$ cat config.mk
export PLATFORM = sky130hd
export DESIGN_NAME = jacobi_grid
export DESIGN_NICKNAME = d
export VERILOG_FILES = /design/src/rtl/jacobi_pkg.sv /design/src/rtl/jacobi_grid_cell.sv /design/src/rtl/jacobi_grid.sv
export SDC_FILE = /design/constraint.sdc
export NUM_CORES = 1
export LEC_CHECK = 0
export CAP_MARGIN = 20
export CORE_UTILIZATION = 50
export DETAILED_ROUTE_END_ITERATION = 6
export MAX_ROUTING_LAYER = met4
export PLACE_DENSITY = 0.76
export SLEW_MARGIN = 30
export SYNTH_ARGS = -nofsm -noshare
export SYNTH_HDL_FRONTEND = slang
export SYNTH_SLANG_ARGS = --single-unit
export TNS_END_PERCENT = 30
$ cat constraint.sdc
create_clock -name Clk -period 4.7 [get_ports Clk]
set_input_delay 1.41 -clock Clk [delete_from_list [all_inputs] [get_ports Clk]]
set_output_delay 1.41 -clock Clk [all_outputs]
set_load 0.1 [all_outputs]
$ cat src/rtl/jacobi_pkg.sv
// Shared register map and STATUS field positions for the Jacobi relaxation grid.
package jacobi_pkg;
    localparam logic [1:0] JACOBI_REG_CTRL   = 2'd0;
    localparam logic [1:0] JACOBI_REG_SCAN   = 2'd1;
    localparam logic [1:0] JACOBI_REG_STATUS = 2'd2;
    localparam logic [1:0] JACOBI_REG_THRESH = 2'd3;

    localparam int JACOBI_STATUS_BUSY = 0;
    localparam int JACOBI_STATUS_CONV = 1;
    localparam int JACOBI_STATUS_ITER = 16;
endpackage

$ cat src/rtl/jacobi_grid_cell.sv
// One grid node: scan-chain load/shift, four-neighbour average update and,
// when JACOBI_CONVERGE_EN is defined, a |new-old| <= thresh flag.
module jacobi_grid_cell #(
    parameter int WIDTH    = 8,
    parameter bit BOUNDARY = 1'b0
) (
    input  logic             Clk,
    input  logic             Reset,
    input  logic             shift_en,
    input  logic [WIDTH-1:0] shift_in,
    input  logic             upd_en,
    input  logic [WIDTH-1:0] north,
    input  logic [WIDTH-1:0] south,
    input  logic [WIDTH-1:0] west,
    input  logic [WIDTH-1:0] east,
`ifdef JACOBI_CONVERGE_EN
    input  logic [WIDTH-1:0] thresh,
    output logic             delta_ok,
`endif
    output logic [WIDTH-1:0] val
);
    logic [WIDTH-1:0] val_q, val_d, avg;
    logic [WIDTH+1:0] sum;

    // Full-precision sum so four max-valued neighbours never wrap.
    always_comb begin
        sum   = {2'b00, north} + {2'b00, south} + {2'b00, west} + {2'b00, east};
        avg   = WIDTH'(sum >> 2);
        val_d = val_q;
        if (shift_en)
            val_d = shift_in;
        else if (upd_en && !BOUNDARY)
            val_d = avg;
    end

`ifdef JACOBI_CONVERGE_EN
    logic [WIDTH-1:0] delta;
    always_comb begin
        delta    = (avg >= val_q) ? (avg - val_q) : (val_q - avg);
        delta_ok = BOUNDARY || (delta <= thresh);
    end
`endif

    always_ff @(posedge Clk) begin
        if (Reset) val_q <= '0;
        else       val_q <= val_d;
    end

    assign val = val_q;
endmodule

$ cat src/rtl/jacobi_grid.sv
// ROWSxCOLS Jacobi relaxation array with iteration controller, scan chain and
// register interface. Optional early stop on convergence: JACOBI_CONVERGE_EN.
module jacobi_grid
    import jacobi_pkg::*;
#(
    parameter int ROWS   = 4,
    parameter int COLS   = 4,
    parameter int WIDTH  = 8,
    parameter int CWIDTH = 8,
    parameter int ADDRW  = 15,
    parameter int DATAW  = 32
) (
    input  logic             Clk,
    input  logic             Reset,
    input  logic             RD,
    input  logic             WR,
    input  logic [ADDRW-1:0] Addr,
    input  logic [DATAW-1:0] DataIn,
    output logic [DATAW-1:0] DataOut
);
    localparam int N = ROWS * COLS;

    logic [N-1:0][WIDTH-1:0] node;
    logic [CWIDTH-1:0]       count_q, count_d, iter_q, iter_d;
    logic                    conv_q, conv_d;
    logic [1:0]              reg_sel;
    logic                    busy, shift_en;
    logic [WIDTH-1:0]        scan_in, thresh_rd;
    logic [DATAW-1:0]        rdata;
    logic                    unused_bits;

    assign reg_sel     = Addr[1:0];
    assign busy        = (count_q != '0);
    assign shift_en    = !busy && (reg_sel == JACOBI_REG_SCAN) && (WR || RD);
    assign scan_in     = WR ? DataIn[WIDTH-1:0] : '0;
    assign unused_bits = ^{Addr[ADDRW-1:2], DataIn};

`ifdef JACOBI_CONVERGE_EN
    logic [WIDTH-1:0] thresh_q, thresh_d;
    logic [N-1:0]     delta_ok;
    logic             all_ok;
    assign all_ok    = &delta_ok;
    assign thresh_rd = thresh_q;
`else
    assign thresh_rd = '0;
`endif

    for (genvar r = 0; r < ROWS; r++) begin : g_row
        for (genvar c = 0; c < COLS; c++) begin : g_col
            localparam int I   = r * COLS + c;
            localparam bit B   = (r == 0) || (r == ROWS-1) || (c == 0) || (c == COLS-1);
            // Boundary nodes never update, so their neighbour taps are clamped to self.
            localparam int NI  = (r == 0)      ? I : I - COLS;
            localparam int SI  = (r == ROWS-1) ? I : I + COLS;
            localparam int WI  = (c == 0)      ? I : I - 1;
            localparam int EI  = (c == COLS-1) ? I : I + 1;
            localparam int NXT = (I == N-1)    ? I : I + 1;
            logic [WIDTH-1:0] sin;
            assign sin = (I == N-1) ? scan_in : node[NXT];

            jacobi_grid_cell #(.WIDTH(WIDTH), .BOUNDARY(B)) u_cell (
                .Clk      (Clk),
                .Reset    (Reset),
                .shift_en (shift_en),
                .shift_in (sin),
                .upd_en   (busy),
                .north    (node[NI]),
                .south    (node[SI]),
                .west     (node[WI]),
                .east     (node[EI]),
`ifdef JACOBI_CONVERGE_EN
                .thresh   (thresh_q),
                .delta_ok (delta_ok[I]),
`endif
                .val      (node[I])
            );
        end
    end

    always_comb begin
        count_d = count_q;
        iter_d  = iter_q;
        conv_d  = conv_q;
        if (busy) begin
            count_d = count_q - 1'b1;
            if (iter_q != '1) iter_d = iter_q + 1'b1;
`ifdef JACOBI_CONVERGE_EN
            if (all_ok) begin
                conv_d  = 1'b1;
                count_d = '0;
            end
`endif
        end
        // A CTRL write overrides whatever this edge's update did to the counters.
        if (WR && reg_sel == JACOBI_REG_CTRL) begin
            count_d = DataIn[CWIDTH-1:0];
            iter_d  = '0;
            conv_d  = 1'b0;
        end
    end

    always_comb begin
        rdata = '0;
        if (RD) begin
            case (reg_sel)
                JACOBI_REG_CTRL:   rdata[CWIDTH-1:0] = count_q;
                JACOBI_REG_SCAN:   rdata[WIDTH-1:0]  = node[0];
                JACOBI_REG_STATUS: begin
                    rdata[JACOBI_STATUS_BUSY]            = busy;
                    rdata[JACOBI_STATUS_CONV]            = conv_q;
                    rdata[JACOBI_STATUS_ITER +: CWIDTH]  = iter_q;
                end
                default:           rdata[WIDTH-1:0]  = thresh_rd;
            endcase
        end
    end
    assign DataOut = rdata;

    always_ff @(posedge Clk) begin
        if (Reset) begin
            count_q <= '0;
            iter_q  <= '0;
            conv_q  <= 1'b0;
        end else begin
            count_q <= count_d;
            iter_q  <= iter_d;
            conv_q  <= conv_d;
        end
    end

`ifdef JACOBI_CONVERGE_EN
    always_comb begin
        thresh_d = thresh_q;
        if (WR && reg_sel == JACOBI_REG_THRESH) thresh_d = DataIn[WIDTH-1:0];
    end

    always_ff @(posedge Clk) begin
        if (Reset) thresh_q <= '0;
        else       thresh_q <= thresh_d;
    end
`endif
endmodule

==> results.yml <==
run_status:
  outcome: "finished, final reports clean"
finish:
  antennaDiodeCount: 0
  syn_to_final_growth_pct: 12.6
  fin_cells: 1401
  drive_above_1_share: 0.0629
  nFillCells: 1580
  fin_nets: 1316
yosys:
  yosys.cell_types.count: 54
  synth_top_area_cell: "dfxtp_1"
  seq_area_frac_synth: 0.318
  syn_area_mm2: 0.00907
  syn_avg_cell_area_um2: 7.84
  ys_async_sr_fraction: 0
  netlist.area_leader.share: 0.318
  ys.flop_type: "dfxtp_1"
  synthTopCellsByArea: "dfxtp_1, nand2_1, ha_1, fa_1, a21oi_1"
  netlist_instances: 1157
  yosys_warnings: 0
  synth_seq_cells: 144
  yosysMostFrequentCell: "nand2_1"
  synth_common_cells: "nand2_1, dfxtp_1, a21oi_1"
  synth_edf_count: 0
floorplan:
  core-area_mm2: 0.0175
  initial_utilization: 0.517
  die_h_um: 137
  fp.dieArea_mm2: 0.0187
  die_x_um: 137
  num_rows: 48
  num_io_pins: 83
critical_path:
  cp-start-kind: "input pin"
  reg2reg_slack_ps: 940
  startpoint: "Addr[1]"
  critPathKind: "in -> out"
  cp_max_fo: 8
  end_kind: "output port"
  critPathArrivalTime_ps: 2750
  reg2reg_from: "g_row[2].g_col[2].u_cell.val[0]"
  critPathRequiredTime_ps: 3290
clock_network:
  post_cts_buffers: 0
  clkSlewWorstSetupHoldPaths_ps: 70
  clkLatencyLatePin_ps: 440
  cts_resized: 0
  cts_tree: "yes"
  numCtsBuffers: 17
  cts_hold_buf: 0
  htree_levels: 4
  cts_buffer_depth: 2
  cts_sinks: 144
  clockRootBuffer: "clkbuf_16"
pwr:
  clkPwrFrac: 0.300
  internal-power_w: 0.00268
  p_leak_nw: 4.23
  sequentialPowerShare: 0.333
  swShare: 0.411
  ir_worst_vdd_mv: 0.440
  p_comb_frac: 0.368
  p_switching_w: 0.00187
  p_per_area_mw_per_mm2: 446
timing:
  fmax_mhz: 240
  fin_hold_ws_ps: 452
  slew_viol_final: 0
  worst_slew_pin_slew_ps: 758
  hold_viol: 0
  worst_slack_ps: 535
  fin_worst_skew_ps: 9.25
  rsz0062_at_grt: "no"
  tns_ps: 0
  finalCritPeriodShare: 0.886
  slew_headroom: 0.488
  finalSetupViolations: 0
  layout_min_cycle_time_ps: 4160
routing:
  initialDrtViolationCount: 638
  first_pass_iters: 5
  wl_per_cell_um: 15.7
  finalWirelength_mm: 22.0
  antenna_left: 0
  vias: 7815
  via_per_inst: 5.58
  drcViolationCount: 0
placement:
  hpwlAfterDp_mm: 16.3
  place_inst: 1369
  post-place-ws_ps: 522
  routabilityCongestion: 0.902
  portBuffers: 29
grt:
  grt_pass1_vias: 7372
  track_usage: 0.259
  grt_pass1_wl_mm: 36.1
  grt_overflow: 0
  grt_max_degree: 103
  antenna_found_initial: 0
hold_path:
  hp-class: "reg -> reg"
  min_from: "g_row[3].g_col[0].u_cell.val[6]"
run:
  cap_violations: 0
-- placed cells by master (no fill, tap or decap), types with 3 or more instances in the layout --
cell type / count
a211o_1: 4
or4_1: 8
nand4_1: 3
a22oi_1: 8
and2_1: 9
nor2_1: 76
a311oi_1: 3
buf_12: 17
clkbuf_16: 17
buf_4: 9
o311ai_0: 13
clkdlybuf4s50_1: 12
nand3b_1: 3
nand2b_1: 5
nand2_1: 229
a41oi_1: 3
dfxtp_1: 144
o31ai_1: 14
a221oi_1: 11
conb_1: 16
xor2_1: 29
nor2b_1: 12
a31o_2: 4
o21a_1: 11
xnor2_1: 8
a211oi_1: 10
a21o_1: 7
ha_1: 66
inv_1: 125
o21ai_0: 43
inv_8: 10
or2_2: 6
nor3_1: 15
mux2i_1: 8
a21boi_0: 4
fa_1: 36
a21oi_1: 138
o211ai_1: 13
-- area by class of cell --
type	instances	area [um2]	share of cell area
clock buffer	17	425	0.0417
timing repair buffer	38	528	0.0517
clock inverter	15	165	0.0162
inverter	125	469	0.0459
sequential	144	2880	0.282
tap	225	282	0.0276
multi-input combinational	837	5460	0.535
-- kinds of logic (layout without fill, tap and decap cells) --
logic type      count (synthesis)  after routing  share of synthesized area
fa+ha+maj                     102            102                      0.170
simple gates                  380            380                      0.180
compound gates                293            293                      0.198
xor+xnor                       37             37                     0.0357
buf+inv                       191            195                     0.0874
other cells                     1             16                   0.000413
flops                         144            144                      0.318
mux                             9              9                     0.0101
-- registers in the layout, indices dropped and copies added, names as in the netlist --
register	cells
g_row.g_col.u_cell.val	128
count_q	8
iter_q	8
-- power groups by stage --
stage	Sequential (W)	Clock, W	Combinational (W)
6_report	0.00151	0.00136	0.00167
5_1_grt	0.00153	0.00143	0.00187
4_1_cts	0.00151	0.00138	0.00167
3_5_place_dp	0.00154	0	0.00165
3_3_place_gp	0.00153	0	0.00161
2_1_floorplan	0.00147	0	0.00130
-- stage by stage --
stage,power [W],cell area (um2),utilization
floorplan,0.00276,9130,-
global placement,0.00314,9620,0.549
detailed placement,0.00319,9620,0.549
CTS,0.00455,10200,0.582
global route,0.00484,10200,0.582
finish,0.00455,10200,0.582
-- metal layers --
layer  routed length [um]  vias up  track usage
met3                 1440       34       0.0574
li1                     -     3872            -
met1                10100     3714        0.339
met4                  314        0       0.0722
met2                10200      195        0.403
met5                    0        -            -
-- worst max-delay path, cell delays in order --
cell and delay, ps:
clkdlybuf4s50_1 540, nand2b_1 100, nor2_1 280, and2_1 240, buf_12 190
-- final timing paths --
check / cells after the start / end
max: 5 / DataOut[18]
min: 2 / g_row[2].g_col[3].u_cell.val[6]
max reg2reg: 15 / g_row[1].g_col[2].u_cell.val[4]
min reg2reg: 2 / g_row[2].g_col[3].u_cell.val[6]
(Power assumes the default switching activity.)
